$ cat src/rtl/mem_arb_pkg.sv
// Shared types and constants for the two-port memory arbiter.
package mem_arb_pkg;

    typedef enum logic [1:0] {
        IDLE = 2'd0,
        BUSY = 2'd1,
        DONE = 2'd2
    } arb_state_e;

    localparam logic PORT_IF = 1'b0;
    localparam logic PORT_DM = 1'b1;

endpackage

$ cat src/rtl/MUX_2to1.sv
// Generic 2:1 multiplexer; sel_i = 0 passes in0_i, sel_i = 1 passes in1_i.
module MUX_2to1 #(
    parameter int unsigned size = 1
) (
    input  logic            sel_i,
    input  logic [size-1:0] in0_i,
    input  logic [size-1:0] in1_i,
    output logic [size-1:0] out_o
);

    assign out_o = sel_i ? in1_i : in0_i;

endmodule

$ cat src/rtl/mem_port_arbiter.sv
// Round-robin arbiter sharing one fixed-latency memory between the fetch port (0) and
// the data port (1); one access at a time, sequenced IDLE -> BUSY -> DONE.
module mem_port_arbiter
    import mem_arb_pkg::*;
#(
    parameter int unsigned ADDR_W  = 32,
    parameter int unsigned DATA_W  = 32,
    parameter int unsigned MEM_LAT = 2
) (
    input  logic              clk_i,
    input  logic              rst_i,
    input  logic              req0_i,
    input  logic              req1_i,
    input  logic              we0_i,
    input  logic              we1_i,
    input  logic [ADDR_W-1:0] addr0_i,
    input  logic [ADDR_W-1:0] addr1_i,
    input  logic [DATA_W-1:0] wdata0_i,
    input  logic [DATA_W-1:0] wdata1_i,
    output logic              ack0_o,
    output logic              ack1_o,
    output logic [DATA_W-1:0] rdata0_o,
    output logic [DATA_W-1:0] rdata1_o,
    output logic              sel_o,
    output logic              mem_en_o,
    output logic              mem_we_o,
    output logic [ADDR_W-1:0] mem_addr_o,
    output logic [DATA_W-1:0] mem_wdata_o,
    input  logic [DATA_W-1:0] mem_rdata_i
);

    localparam int unsigned     CntW   = $clog2(MEM_LAT + 1);
    localparam logic [CntW-1:0] CntMax = CntW'(MEM_LAT);

    arb_state_e      state_q, state_d;
    logic [CntW-1:0] cnt_q;
    logic            last_q;
    logic            sel_q;
    logic [DATA_W-1:0] rdata0_q, rdata1_q;
    logic            any_req;
    logic            grant;
    logic            we_sel;

    assign any_req = req0_i | req1_i;
    // On a tie the port not granted last wins; otherwise whichever port is asking.
    assign grant   = (req0_i & req1_i) ? ~last_q : req1_i;

    MUX_2to1 #(.size(ADDR_W)) u_addr_mux (
        .sel_i (sel_q),
        .in0_i (addr0_i),
        .in1_i (addr1_i),
        .out_o (mem_addr_o)
    );

    MUX_2to1 #(.size(DATA_W)) u_wdata_mux (
        .sel_i (sel_q),
        .in0_i (wdata0_i),
        .in1_i (wdata1_i),
        .out_o (mem_wdata_o)
    );

    MUX_2to1 #(.size(1)) u_we_mux (
        .sel_i (sel_q),
        .in0_i (we0_i),
        .in1_i (we1_i),
        .out_o (we_sel)
    );

    always_ff @(posedge clk_i) begin
        if (rst_i) begin
            state_q <= IDLE;
        end else begin
            state_q <= state_d;
        end
    end

    always_comb begin
        state_d = state_q;
        unique case (state_q)
            IDLE:    if (any_req) state_d = BUSY;
            BUSY:    if (cnt_q == CntMax) state_d = DONE;
            DONE:    state_d = IDLE;
            default: state_d = IDLE;
        endcase
    end

    always_comb begin
        mem_en_o = 1'b0;
        mem_we_o = 1'b0;
        ack0_o   = 1'b0;
        ack1_o   = 1'b0;
        unique case (state_q)
            BUSY: begin
                if (cnt_q == '0) begin
                    mem_en_o = 1'b1;
                    mem_we_o = we_sel;
                end
            end
            DONE: begin
                ack0_o = (sel_q == PORT_IF);
                ack1_o = (sel_q == PORT_DM);
            end
            default: ;
        endcase
    end

    always_ff @(posedge clk_i) begin
        if (rst_i) begin
            cnt_q    <= '0;
            last_q   <= PORT_DM;
            sel_q    <= PORT_IF;
            rdata0_q <= '0;
            rdata1_q <= '0;
        end else begin
            unique case (state_q)
                IDLE: begin
                    if (any_req) begin
                        sel_q  <= grant;
                        last_q <= grant;
                        cnt_q  <= '0;
                    end
                end
                BUSY: begin
                    cnt_q <= cnt_q + CntW'(1);
                    if (cnt_q == CntMax && !we_sel) begin
                        if (sel_q == PORT_DM) begin
                            rdata1_q <= mem_rdata_i;
                        end else begin
                            rdata0_q <= mem_rdata_i;
                        end
                    end
                end
                default: ;
            endcase
        end
    end

    assign sel_o    = sel_q;
    assign rdata0_o = rdata0_q;
    assign rdata1_o = rdata1_q;

endmodule

$ cat config.mk
export PLATFORM = sky130hd
export DESIGN_NAME = mem_port_arbiter
export DESIGN_NICKNAME = d
export VERILOG_FILES = /design/src/rtl/mem_arb_pkg.sv /design/src/rtl/MUX_2to1.sv /design/src/rtl/mem_port_arbiter.sv
export SDC_FILE = /design/constraint.sdc
export NUM_CORES = 1
export LEC_CHECK = 0
export ABC_CLOCK_PERIOD_IN_PS = 2370
export CORE_AREA = 5 5 113 115
export CTS_CLUSTER_SIZE = 24
export DETAILED_ROUTE_END_ITERATION = 10
export DIE_AREA = 0 0 118 120
export DONT_BUFFER_PORTS = 1
export GPL_ROUTABILITY_DRIVEN = 0
export SLEW_MARGIN = 20
export SYNTH_ARGS = -nofsm -noshare
export SYNTH_HDL_FRONTEND = slang
export SYNTH_SLANG_ARGS = --single-unit
$ cat constraint.sdc
create_clock -name clk_i -period 2.37 [get_ports clk_i]
set_input_delay 0.474 -clock clk_i [delete_from_list [all_inputs] [get_ports clk_i]]
set_output_delay 0.474 -clock clk_i [all_outputs]
set_load 0.05 [all_outputs]
# [After elaboration in Yosys (flattened, before gate mapping)]
# Index checks and enable logic that the tools add are counted.
[op_classes] n_addsub=1 multipliers=0 n_div=0 n_lt_le_gt_ge=0 eq_ne=5 shifts=0 muxes=15 bitwise=4 n_reduce_logical=10
[ops] operator="32-bit two-way mux" count=2
[ops] operator="1-bit two-way mux" count=8
[ops] operator="2-bit case mux with 2 select lines" count=2
[ops] operator="2-bit two-way mux" count=3
[ops] operator="2-bit AND reduction" count=3
[ops] operator="3-bit AND reduction" count=2
[ops] operator="2-bit equality test (second input constant)" count=2
[ops] operator="2-bit logical NOT" count=2
[ops] operator="2-bit inequality test (second input constant)" count=2
[ops] operator="2-bit by 1-bit adder with 2-bit output (second input constant)" count=1
[ops] operator="2-bit by 1-bit equality test with 1-bit output (second input constant)" count=1
[ops] operator="1-bit NOT" count=2
[ops] operator="2-bit nonzero test" count=1
[ops] operator="1-bit bitwise AND" count=1
[ops] operator="1-bit logical AND" count=1
[ops] operator="1-bit logical NOT" count=1
[ops] operator="1-bit OR" count=1
[word_totals] ff_bits=70 latchBits=0 ramBits=0 mem_bits_ro=0 inputBits=166 output_inout_bits=133 elab_cells=41 n_memories=0

# [Longest topological paths before layout]
# Gate-level depths: netlist of the first run.
[depth] word_depth=4 ltp_mapped=7 depth_no_buf=5

# [By module]
# Synthesis of the first run repeated with hierarchy kept, for this count alone.
[unflattened] hier_cells=356 area_unflattened_um2=4063.9
[by_module_without_submodules] module="mem_port_arbiter" instances=1 cells_each=283 area_each_um2=2960.3 seq_area_each_um2=1401.3
[by_module_without_submodules] module="MUX_2to1 (u_addr_mux ...)" instances=2 cells_each=36 area_each_um2=544.3 seq_area_each_um2=0.0
[by_module_without_submodules] module="MUX_2to1 (u_we_mux)" instances=1 cells_each=1 area_each_um2=15.0 seq_area_each_um2=0.0

# [Least setup slack after synthesis of the first run]
# No wires, ideal clock.
[synth_path] path_kind="flip-flop to output port" start="reg sel_q, in the netlist sel_o" end="out ack0_o" arrival_time_ns=2.235 setup_slack_ns=-0.339 path_stages_with_launch=5 cell_sequence="dfxtp_1 -> clkbuf_1 -> buf_2 -> buf_2 -> nor3b_1"
[synth_between] elab_chain_cells=2
[synth_rtl] item="start, declared" line_no="mem_port_arbiter.sv:38" source="logic sel_q;"
[synth_rtl] item="start signal, assigned" line_no="mem_port_arbiter.sv:118" source="sel_q <= grant;"
[synth_rtl] item="1-bit NOT (no line)"
[synth_rtl] item="1-bit two-way mux" line_no="mem_port_arbiter.sv:92" source="unique case (state_q)"
[synth_rtl] item="end, declared" line_no="mem_port_arbiter.sv:20" source="output logic ack0_o,"
# Every way passes these cells.

# [Worst setup path after layout of the first run]
[layout_path] start="reg sel_q, in the netlist sel_o" end="out mem_wdata_o[17]"
[layout_between] elab_chain_cells=1
[layout_rtl] item="32-bit two-way mux" line_no="MUX_2to1.sv:11" source="assign out_o = sel_i ? in1_i : in0_i;"
[layout_rtl] item="end, declared" line_no="mem_port_arbiter.sv:28" source="output logic [DATA_W-1:0] mem_wdata_o,"
# Every way passes these cells.

==> impl_metrics.toml, run 1 <==
[power_and_ir_drop]
p_switching_uw = 971.4
peakVddDrop_uv = 510.2
comb_power_share = 0.192
p_leak_uw = 0.001636
power_density_nw_per_um2 = 756.1
p_int_uw = 2219
seqPwrFrac = 0.384
clkPwrFrac = 0.424
p_sw_frac = 0.3045

[worst_setup_path]
cp_max_fo = 35
required_ns = 1.90
crit_type = "register to primary output"
worst_ep_arrival_time_ns = 1.74
cp-start-kind = "register"
crit_buf_inv = 1
cp_slowest_stage_delay_ns = 0.64
cp-end-kind = "primary output"
crit_chain = "buf_12 > mux2_2"
cp_slowest_cell = "dfxtp_4"
cp_top_family = "flip-flops"

[yosys]
synth_cells = 353
synth_area_per_cell_um2 = 10.58
ys_warn_count = 0
seq_area_frac_synth = 0.3753
syn_area_um2 = 3734
syn_nets = 521
ys_ff_latch = 70
ys_types = 29

[grt]
grt_max_degree = 103
grt_antenna_before_repair = 5
grt_pass1_vias = 2775
grt_use_total = 0.1523
grt_pass1_wl_um = 16620
grt_remaining_overflow = 0

[clocking]
htree_num_levels = 3
clk_latency_ns = 0.33
cts_tree = "built"
cts_sinks = 70
clkSlewWorstSetupHoldPaths_ns = 0.06
cts_max_path_buffers = 2
cts_buffers = 9
root_buffer = "clkbuf_16"
hold_buffers = 0

[final_layout]
drive_gt1_frac = 0.2693
syn_to_final_growth_pct = 13.00
nets = 512

[floorplan]
core_area_um2 = 11710
fp.dieW_um = 118
io_pins = 299
die_area_um2 = 14160
start_util = 0.3188
die_height_um = 120
fp-row-count = 40

[sta]
fin_hold_ws_ns = 0.2303
clock_skew_ns = 0.005678
max-slew-margin-rel = 0.5526
period_share = 0.9345
rsz0062_at_grt = "no"
tightest_slew_ns = 0.6675
setup_viol = 0
setup_tns_ns = 0
drv_slew = 0
finalCriticalPeriod_ns = 2.215
max_freq_mhz = 451.5
hold_violations = 0
fin_ws_ns = 0.1552

[routing]
ant_nets = 0
drc = 0
drt_iter0_drc = 73
firstDrtPassIters = 4
wl_per_cell_um = 23.33
via_per_inst = 5.154
routed_wl_um = 11690
vias = 2582

[status]
status = "finished clean"

[worst_hold_path]
holdCritPathClass = "input port to register"

[placement]
dp_hpwl_um = 9074
port_buffers = 0
dp_slack_ns = 0.2994

[flow_run]
cap_violations = 0
synth_stat cells:
cell / number / area (um^2)
and3b_1: 1 / 8.760
nand2b_1: 96 / 600.6
nor2_1: 3 / 11.26
or3_1: 1 / 6.260
o21ai_0: 2 / 10.01
mux2i_1: 65 / 650.6
nand3b_4: 1 / 20.02
clkbuf_1: 14 / 52.55
mux2_2: 64 / 720.7
or3b_1: 1 / 8.760
a21oi_1: 2 / 10.01
nor4b_1: 1 / 8.760
buf_2: 5 / 25.02
dfxtp_1: 70 / 1401
inv_1: 2 / 7.510
buf_4: 2 / 15.01
nor2b_1: 2 / 12.51
a32oi_1: 1 / 8.760
buf_1: 3 / 11.26
and2_1: 1 / 6.260
a2111oi_0: 1 / 8.760
nor3_1: 1 / 5.000
nor3b_1: 2 / 15.01
or3b_2: 1 / 8.760
a211o_1: 1 / 8.760
nand2_1: 3 / 11.26
buf_6: 4 / 45.04
ha_1: 2 / 25.02
nor3_2: 1 / 10.01
kinds of logic (layout without fill, tap and decap cells):
| logic type | after synthesis | in the layout | synth area share |
|---|---|---|---|
| muxes | 129 | 129 | 0.3673 |
| and+or+nand+nor | 115 | 115 | 0.1964 |
| DFF | 70 | 70 | 0.3753 |
| buffers and inverters | 30 | 26 | 0.04189 |
| AOI/OAI and AO/OA | 7 | 7 | 0.01240 |
| adders and majority gates | 2 | 2 | 0.006701 |
| other | 0 | 5 | 0 |
metrics by stage:
step | utilization | instance area [um^2] | instances | power [uW]
floorplan | - | 3741 | 353 | 1819
global placement | 0.3303 | 3869 | 478 | 1849
detailed placement | 0.3303 | 3869 | 478 | 1854
CTS | 0.3592 | 4207 | 496 | 3236
global route | 0.3603 | 4219 | 501 | 3307
finish | 0.3603 | 4219 | 501 | 3190
power groups by stage:
stage | clock network (uW) | logic, uW | registers (uW)
after floorplan | 0 | 585 | 1230
after global placement | 0 | 585 | 1260
after detailed placement | 0 | 587 | 1270
after CTS | 1390 | 618 | 1220
after global routing | 1450 | 635 | 1230
final | 1350 | 614 | 1220
final timing paths:
check / depth (start not counted) / endpoint / slack, ns / startpoint
max reg2reg: 3 / rdata1_o[30]$_SDFFE_PP0P_ / 0.57 / sel_o$_SDFFE_PP0P_
max: 2 / mem_wdata_o[17] / 0.16 / sel_o$_SDFFE_PP0P_
min reg2reg: 1 / last_q$_SDFFE_PP1P_ / 0.49 / last_q$_SDFFE_PP1P_
min: 1 / sel_o$_SDFFE_PP0P_ / 0.23 / rst_i
flip-flops by register name, summed over array words and instances, names as in the netlist:
| register | flops |
|---|---|
| rdata0_o | 32 |
| cnt_q | 2 |
| state_q | 2 |
| last_q | 1 |
| sel_o | 1 |
| rdata1_o | 32 |
routing by layer:
| layer | track usage | up-vias | part of all wire |
|---|---|---|---|
| met5 | 0 | - | 0 |
| met4 | 0.09104 | 0 | 0.039 |
| met3 | 0.07823 | 22 | 0.11 |
| met2 | 0.2472 | 149 | 0.49 |
| met1 | 0.1568 | 1225 | 0.35 |
| li1 | - | 1186 | - |
worst reg2reg max path: cells and delay by family (launching register included):
kind          cells  cell delay, ns
buf+inv           1            0.27
mux               1            0.19
simple gates      1            0.57
flops             1            0.64
cells in the final DEF (no fill, tap or decap), drive strengths merged, types with 3 or more instances in the layout:
master  synthesis  final
nand2           3      3
mux2           64     64
nor2            3      3
nand2b         96     96
buf            14      8
clkbuf         14     13
mux2i          65     65
dfxtp          70     70
diode           0      5
cell type report:
class,instances,area [um^2]
antenna,5,12.51
clock buffer,13,260.3
clock inverter,3,42.54
fill,1144,7492
inverter,2,7.507
multi-input combinational,253,2190
sequential,70,1405
tap,147,183.9
timing repair buffer,8,117.6
timing repair:
item,4_1_cts,5_1_grt
endpoints found under the setup margin,65,0
setup buffers,2,0
resized for setup,0,0
No activity file was read; power rests on OpenSTA's default activity.
==> inputs of run 2 (changes only) <==
PLACE_DENSITY = 0.46   (was default)
==> run 2 against run 1 <==
Against the previous run: final cell count down 0.80%; critical path depth unchanged; power fell by 4.2%; die area unchanged; clock skew grew 0.0054 ns; via count fell by 1.9%; global-route usage rose by 0.37 points; sequential power hardly changed; critical path type unchanged; critical endpoint is now mem_wdata_o[11].
==> impl_metrics.toml, run 2 (synthesis gave the netlist of run 1 again) <==
[routing]
drt_iter0_drc = 72
vias = 2532
ant_nets = 0
routed_wl_um = 11720
wl_per_cell_um = 23.59
via_per_inst = 5.095
drc = 0
firstDrtPassIters = 4

[floorplan]
core_area_um2 = 11710
fp.dieW_um = 118
io_pins = 299
start_util = 0.3188
die_height_um = 120
fp-row-count = 40
die_area_um2 = 14160

[placement]
dp_hpwl_um = 9364
port_buffers = 0
place_inst = 481

[worst_setup_path]
cp-start-kind = "register"
worst_ep_arrival_time_ns = 1.64
cp-end-kind = "primary output"
crit_chain = "buf_12 > mux2_2"
crit_buf_inv = 1
crit_type = "register to primary output"
cp_slowest_stage_delay_ns = 0.56
cp_max_fo = 66
required_ns = 1.90
cp_slowest_cell = "mux2_2"
cp_top_family = "multiplexers"

[clocking]
ctsResizeCount = 0
cts_buffers = 9
hold_buffers = 0
root_buffer = "clkbuf_16"
postCtsSetupRepairBufs = 0
cts_max_path_buffers = 2
clkSlewWorstSetupHoldPaths_ns = 0.05
cts_sinks = 70
htree_num_levels = 3
cts_tree = "built"
clk_latency_ns = 0.33

[sta]
max_freq_mhz = 473.4
setup_tns_ns = 0
drv_slew = 0
tightest_slew_ns = 0.6725
fin_hold_ws_ns = 0.2409
finalCriticalPeriod_ns = 2.112
rsz0062_at_grt = "no"
setup_viol = 0
period_share = 0.8913
clock_skew_ns = 0.01111
max-slew-margin-rel = 0.5511
hold_violations = 0

[flow_run]
cap_violations = 0

[final_layout]
fin_util = 0.3546
drive_gt1_frac = 0.2771
n_antenna_cell = 0
syn_to_final_growth_pct = 11.23
nets = 513
final_common_cell = "nand2b_1"
final_cell_mix = "nand2b_1, dfxtp_1, mux2i_1, mux2_2, clkbuf_16"
layout.cells.non_filler = 497

[grt]
grt_use_total = 0.1560
grt_remaining_overflow = 0
grt_antenna_before_repair = 4
grt_max_degree = 103
grt_pass1_wl_um = 16820
grt_pass1_vias = 2653

[power_and_ir_drop]
finalPower_uw = 3057
power_density_nw_per_um2 = 736.3
peakVddDrop_uv = 411.1
p_leak_uw = 0.001620

[worst_hold_path]
holdCritPathClass = "input port to register"

[status]
status = "finished clean"
run 2: changes by cell type in the layout (fill, tap and decap cells not counted), moves of 2 or more:
cell      delta
clkinv_2     +2
clkbuf_8     -2
clkbuf_1     -2
diode_2      -5
buf_12       -2
clkinv_4     +2
buf_4        +4
run 2: metal layers:
metal | wire length [um] | GRT usage
met5 | 35 | 0
met4 | 248 | 0.05376
met3 | 1558 | 0.09519
met2 | 5401 | 0.2429
met1 | 4480 | 0.1757
run 2: layout make-up:
cell class / count / area, um^2
Clock buffer: 9 / 225.2
Clock inverter: 7 / 48.80
Fill cell: 1174 / 7559
Inverter: 2 / 7.507
Multi-Input combinational cell: 253 / 2190
Sequential cell: 70 / 1405
Tap cell: 147 / 183.9
Timing Repair Buffer: 9 / 92.59
run 2: worst paths after layout:
kind | slack, ns | to | startpoint | cells past startpoint
worst min-delay path | 0.24 | sel_o$_SDFFE_PP0P_ | rst_i | 1
worst max register to register | 0.60 | rdata0_o[4]$_SDFFE_PP0P_ | cnt_q[0]$_SDFFE_PP0P_ | 6
worst min register to register | 0.47 | cnt_q[0]$_SDFFE_PP0P_ | cnt_q[0]$_SDFFE_PP0P_ | 2
worst max-delay path | 0.26 | mem_wdata_o[11] | sel_o$_SDFFE_PP0P_ | 2
run 2: per-stage QoR:
step	worst slack [ns]	instance area, um^2
after global routing	0.2004	4153
after global placement	0.6156	3879
after CTS	0.2429	4153
final	0.2577	4153
after detailed placement	0.6009	3879
after floorplan	0.04493	3741
run 2: power breakdown:
part	switching [uW]	internal (uW)
logic	467	159
registers	26.7	1190
clock network	510	709
